==> config.mk <==
export PLATFORM = sky130hd
export DESIGN_NAME = gpio_serial_loader
export DESIGN_NICKNAME = d
export VERILOG_FILES = /design/src/rtl/gpio_serial_loader.sv
export SDC_FILE = /design/constraint.sdc
export NUM_CORES = 1
export LEC_CHECK = 0
export CORE_MARGIN = 2
export CORE_UTILIZATION = 40
export DETAILED_ROUTE_END_ITERATION = 10
export MAX_ROUTING_LAYER = met4
export PLACE_DENSITY_LB_ADDON = 0.05
export RECOVER_POWER = 25
export SLEW_MARGIN = 0
export SYNTH_ARGS = -nofsm -noshare
export SYNTH_HDL_FRONTEND = slang
export SYNTH_SLANG_ARGS = --single-unit
export TNS_END_PERCENT = 10
==> constraint.sdc <==
create_clock -name wb_clk_i -period 2.14 [get_ports wb_clk_i]
set_input_delay 0.428 -clock wb_clk_i [delete_from_list [all_inputs] [get_ports wb_clk_i]]
set_output_delay 0.428 -clock wb_clk_i [all_outputs]
set_load 0.02 [all_outputs]
==> src/rtl/gpio_serial_loader.sv <==
// gpio_serial_loader
// Snapshots one config word per GPIO pad and shifts the whole chain out
// serially (highest pad first, MSB first). It then raises a single latch
// strobe so that every pad takes its new configuration at the same time.
// All outputs come straight from flops, so the pad ring never sees glitches.
module gpio_serial_loader #(
   parameter int NUM_GPIO = 19,
   parameter int CFG_W    = 10,
   parameter int CLK_DIV  = 4
) (
   input  logic                      wb_clk_i,
   input  logic                      wb_rstn_i,
   input  logic                      start,
   input  logic [NUM_GPIO*CFG_W-1:0] cfg_data,
   output logic                      busy,
   output logic                      done,
   output logic                      serial_clock,
   output logic                      serial_data_out,
   output logic                      serial_load
);

   localparam int N     = NUM_GPIO * CFG_W;
   localparam int DIV_W = $clog2(CLK_DIV) + 1;
   localparam int BIT_W = $clog2(N) + 1;

   typedef enum logic [1:0] {
      ST_IDLE  = 2'd0,
      ST_SHIFT = 2'd1,
      ST_LOAD  = 2'd2,
      ST_FIN   = 2'd3
   } state_t;

   state_t             r_state;
   logic [N-1:0]       r_snap;
   logic [DIV_W-1:0]   r_div;
   logic [BIT_W-1:0]   r_bit;
   logic               r_busy;
   logic               r_done;
   logic               r_sclk;
   logic               r_load;

   state_t             w_state_nxt;
   logic [N-1:0]       w_snap_nxt;
   logic [DIV_W-1:0]   w_div_nxt;
   logic [BIT_W-1:0]   w_bit_nxt;
   logic               w_busy_nxt;
   logic               w_done_nxt;
   logic               w_sclk_nxt;
   logic               w_load_nxt;
   logic               w_div_end;

   // The snapshot shifts left once per bit, so its top bit is always the bit on the wire.
   // In LOAD it is left alone, which keeps the last bit on the line.
   assign serial_data_out = r_snap[N-1];
   assign busy            = r_busy;
   assign done            = r_done;
   assign serial_clock    = r_sclk;
   assign serial_load     = r_load;

   assign w_div_end = (r_div == DIV_W'(CLK_DIV - 1));

   // Next-state and next-output decode for the loader sequence.
   always_comb begin
      w_state_nxt = r_state;
      w_snap_nxt  = r_snap;
      w_div_nxt   = r_div;
      w_bit_nxt   = r_bit;
      w_busy_nxt  = r_busy;
      w_done_nxt  = 1'b0;
      w_sclk_nxt  = r_sclk;
      w_load_nxt  = r_load;
      case (r_state)
         ST_IDLE: begin
            if (start) begin
               w_state_nxt = ST_SHIFT;
               w_snap_nxt  = cfg_data;
               w_div_nxt   = '0;
               w_bit_nxt   = '0;
               w_busy_nxt  = 1'b1;
               w_sclk_nxt  = 1'b0;
            end else begin
               w_busy_nxt  = 1'b0;
               w_sclk_nxt  = 1'b0;
               w_load_nxt  = 1'b0;
            end
         end
         ST_SHIFT: begin
            if (!w_div_end) begin
               w_div_nxt = r_div + DIV_W'(1);
            end else if (!r_sclk) begin
               // The low half-phase is over, so raise the chain clock.
               w_div_nxt  = '0;
               w_sclk_nxt = 1'b1;
            end else if (r_bit == BIT_W'(N - 1)) begin
               // The last bit is done, so go to LOAD and start the latch strobe.
               w_div_nxt   = '0;
               w_sclk_nxt  = 1'b0;
               w_load_nxt  = 1'b1;
               w_state_nxt = ST_LOAD;
            end else begin
               // Move to the next bit. The data changes here, at the start of the low phase.
               w_div_nxt  = '0;
               w_sclk_nxt = 1'b0;
               w_bit_nxt  = r_bit + BIT_W'(1);
               w_snap_nxt = r_snap << 1'b1;
            end
         end
         ST_LOAD: begin
            if (w_div_end) begin
               w_div_nxt   = '0;
               w_load_nxt  = 1'b0;
               w_done_nxt  = 1'b1;
               w_state_nxt = ST_FIN;
            end else begin
               w_div_nxt   = r_div + DIV_W'(1);
            end
         end
         ST_FIN: begin
            // A start in this cycle is deliberately ignored.
            w_state_nxt = ST_IDLE;
            w_busy_nxt  = 1'b0;
            w_snap_nxt  = '0;
         end
         default: begin
            w_state_nxt = ST_IDLE;
            w_snap_nxt  = '0;
            w_div_nxt   = '0;
            w_bit_nxt   = '0;
            w_busy_nxt  = 1'b0;
            w_sclk_nxt  = 1'b0;
            w_load_nxt  = 1'b0;
         end
      endcase
   end

   // State, counter, snapshot and output registers. The async reset forces every output low.
   always_ff @(posedge wb_clk_i or negedge wb_rstn_i) begin
      if (!wb_rstn_i) begin
         r_state <= ST_IDLE;
         r_snap  <= '0;
         r_div   <= '0;
         r_bit   <= '0;
         r_busy  <= 1'b0;
         r_done  <= 1'b0;
         r_sclk  <= 1'b0;
         r_load  <= 1'b0;
      end else begin
         r_state <= w_state_nxt;
         r_snap  <= w_snap_nxt;
         r_div   <= w_div_nxt;
         r_bit   <= w_bit_nxt;
         r_busy  <= w_busy_nxt;
         r_done  <= w_done_nxt;
         r_sclk  <= w_sclk_nxt;
         r_load  <= w_load_nxt;
      end
   end

endmodule
==> impl_metrics.csv <==
group,metric,value,unit
final_layout,layout-drive-gt1-share,0.303,
global_routing,first_pass_grt_wire_length,40500,um
critical_path,critical_path.max_fanout,13,
critical_path,reg2reg_depth,8,
floorplan,ioPinCount,198,
outcome,run_status,"completed",
route,drt_wl_total,24800,um
route,detail_route.iter0.violations,420,
yosys,asyncSetResetFlopFracSynth,1.00,
place,detailedPlace.worstSlack,-0.204,ns
timing,achievable-frequency,492,MHz
route,postRouteAntennaNets,0,
hold_path,worstHoldStart,"r_snap[117]$_DFFE_PN0P_",
global_routing,grt_max_degree,67,
yosys,syn-mean-instance-area,14.2,sq um
critical_path,worstPathCellList,"ha_1, nand3b_4, a21oi_4, nand3b_1, buf_6, buf_12, buf_4, mux2_4",
timing,final.setup_skew,0.0177,ns
floorplan,floorplan.core_area,25800,sq um
final_layout,final_nets,1149,
timing,final-hold-violation-count,0,
yosys,synth-edff-count,0,
critical_path,worst_ep_required_time,2.52,ns
yosys,ys_top_cells_by_area,"dfrtp_1 50%, a22o_1 16%, mux2_4 14%, mux2_2 10%, buf_12 2.1%",
yosys,synth_most_common_cell,"dfrtp_1",
yosys,synth_ff_type,"dfrtp_1",
floorplan,die_area,27400,sq um
global_routing,grt.met2_usage,0.289,
timing,worstMarginPinSlew,0.978,ns
route,drt_pass1_iterations,4,
timing,layout_worst_path_cycle_share,0.949,
clocking,cts-buffers-inserted,24,
hold_path,hold_class,"reg -> reg",
power,power.total,8.69,mW
clocking,cts.clk_slew.worst_paths,0.06,ns
yosys,netlist_top_cells_count,"208 x dfrtp_1, 190 x a22o_1, 99 x mux2_4",
route,routed_via_density,5.42,
yosys,yosysTopAreaCellShare,0.498,
global_routing,groute.layer.met3.usage,0.0320,
clocking,ctsHtreeMaxLevel,1,
place,dp_hpwl,16700,um
timing,setup-violations-final,0,
critical_path,cp_slowest_stage_delay,0.40,ns
yosys,postSynthRegisterBits,208,
critical_path,r2r-start,"r_div[0]$_DFFE_PN0P_",
critical_path,r2r_setup_slack,0.11,ns
power,static-leakage-power,6.75,nW
global_routing,grt-ovfl-total,0,
yosys,synth-warning-count,0,
timing,grt_setup_unrepaired,"true",
floorplan,die_outline_height,166,um
global_routing,grt_util_met1,0.246,
place,gp_congestion,0.773,
yosys,yosys.cell_types.count,46,
critical_path,cpMaxStageDelayCell,"dfrtp_1",
global_routing,grt_pass1_vias,7664,
place,numPortBuffers,197,
clocking,cts.sinks,208,
hold_path,worstHoldPathCells,1,
timing,setup_ws,0.109,ns
timing,setup_tns,0,ns
route,detail_route.drc_violations,0,
floorplan,chipWidth,166,um
yosys,synth_nets,936,
clocking,cts_root_buffer,"clkbuf_16",
yosys,syn_inst,736,
route,route.vias.total,7059,
floorplan,row_count,59,
clocking,clk-insertion-delay-late,0.51,ns
timing,time_the_final_worst_path_needs_with_i_o_delays_and_setup,2.03,ns
yosys,synthDominantAreaCellType,"dfrtp_1",
timing,maxSlewHeadroom,0.348,
global_routing,grt_usage,0.182,
critical_path,r2r-end,"r_snap[85]$_DFFE_PN0P_",
route,route.detailed.wl_per_inst,19.0,um
critical_path,worstPathArrival,2.41,ns
yosys,ys_seq_area_frac,0.498,
global_routing,grt_busiest_layer,"met2",
clocking,cts_buffer_depth,3,
power,power.ir.vdd_worst,522,uV
hold_path,whs_endpoint,"r_snap[117]$_DFFE_PN0P_",
yosys,synth_area,10500,sq um
job,number_of_max_cap_violations,0,
critical_path,critPathKind,"reg -> reg",
power,power-per-cell-area,625,nW/um^2
timing,timing.final.max_slew_violations,0,
final_layout,syn2layout_area_growth,32.9,%
global_routing,grt_antenna_before_repair,2,
clocking,cts_tree,"built",
critical_path,setup.worst_path.end_class,"register",
floorplan,initial_cell_density_of_the_core,0.405,
final_layout,fillerInstances,2169,
critical_path,critPathLaunchType,"register",
## critical path: cells and delay by family (launching register included)
kind | cells | cell delay [ns]
flops | 1 | 0.40
mux | 1 | 0.30
compound gates | 1 | 0.17
fa+ha+maj | 1 | 0.28
buf+inv | 3 | 0.49
simple gates | 2 | 0.25
## metal layers
| metal | vias to the layer above | wire (um) |
|---|---|---|
| met5 | - | 0 |
| met4 | 0 | 334 |
| li1 | 3261 | - |
| met1 | 3612 | 11500 |
| met2 | 160 | 11700 |
| met3 | 26 | 1210 |
## area by class of cell
| cell class | count | area, sq um | share of cell area |
|---|---|---|---|
| sequential | 208 | 5200 | 0.375 |
| multi-input combinational | 458 | 4800 | 0.346 |
| timing repair buffer | 252 | 2620 | 0.188 |
| clock buffer | 33 | 676 | 0.0486 |
| tap | 335 | 419 | 0.0302 |
| clock inverter | 9 | 150 | 0.0108 |
| inverter | 5 | 18.8 | 0.00135 |
| antenna | 3 | 7.51 | 0.000540 |
## worst max path at each step
stage	start	endpoint	slack (ns)	depth (start not counted)
after global placement	start	r_snap[149]$_DFFE_PN0P_	-0.17	7
after CTS	r_bit[1]$_DFFE_PN0P_	r_snap[121]$_DFFE_PN0P_	0.04	8
after floorplan	r_state[0]$_DFFE_PN0P_	r_snap[100]$_DFFE_PN0P_	0.18	9
final	r_div[0]$_DFFE_PN0P_	r_snap[85]$_DFFE_PN0P_	0.11	8
after global routing	r_bit[1]$_DFFE_PN0P_	r_snap[16]$_DFFE_PN0P_	-0.02	9
after detailed placement	start	r_snap[149]$_DFFE_PN0P_	-0.20	7
## placed cells by master (no fill, tap or decap), types with 2 or more instances in the layout
cell / Yosys / final
dfrtp_1: 208 / 208
clkdlybuf4s50_1: 0 / 196
a22o_1: 190 / 190
mux2_4: 99 / 99
mux2_2: 93 / 93
buf_4: 4 / 31
clkbuf_16: 0 / 26
buf_12: 11 / 17
nand2_1: 9 / 9
and3_1: 6 / 6
ha_1: 7 / 6
clkbuf_1: 35 / 6
inv_1: 5 / 5
nand3_1: 5 / 5
nor3_1: 5 / 5
a211o_1: 4 / 4
bufinv_16: 0 / 4
diode_2: 0 / 3
o21ai_0: 3 / 3
mux2i_1: 3 / 3
nor2_1: 4 / 3
clkinv_2: 0 / 3
clkbuf_2: 0 / 3
buf_6: 1 / 3
nor2b_1: 2 / 2
a32oi_1: 2 / 2
o21a_1: 2 / 2
a221o_1: 2 / 2
clkbuf_8: 0 / 2
clkinvlp_4: 0 / 2
## sequential cells by signal, summed over array words and instances, names as in the netlist
name / cells
r_snap: 190
r_bit: 9
r_div: 3
r_state: 2
busy: 1
done: 1
serial_clock: 1
serial_load: 1
## kinds of logic after synthesis
group           synth area share
compound gates             0.179
flops                      0.498
mux                        0.245
buf+inv                   0.0458
simple gates              0.0232
fa+ha+maj                0.00838
xor+xnor                0.000838
## report_power, final
group          internal [mW]  switching (mW)  total (mW)
Sequential              3.93               0        3.93
Combinational          0.318           0.149       0.467
Clock                   2.68            1.61        4.29
Total                   6.93            1.76        8.69
## repair_timing
action | 4_1_cts | 5_1_grt
endpoints found under the hold margin | 30 | 0
hold buffers | 1 | 0
setup endpoints to repair | 0 | 129
gates resized for setup | 0 | 4
setup buffers | 0 | 1
## through the flow
step / instance area [sq um] / hold slack, ns / cells / util
3_3_place_gp: 13000 / 0.368 / 1255 / 0.504
6_report: 13900 / 0.507 / 1303 / 0.538
4_1_cts: 13900 / 0.412 / 1298 / 0.537
2_1_floorplan: 10500 / 0.132 / 736 / -
5_1_grt: 13900 / 0.517 / 1302 / 0.538
3_5_place_dp: 13000 / 0.372 / 1255 / 0.504
(Power assumes the default switching activity.)
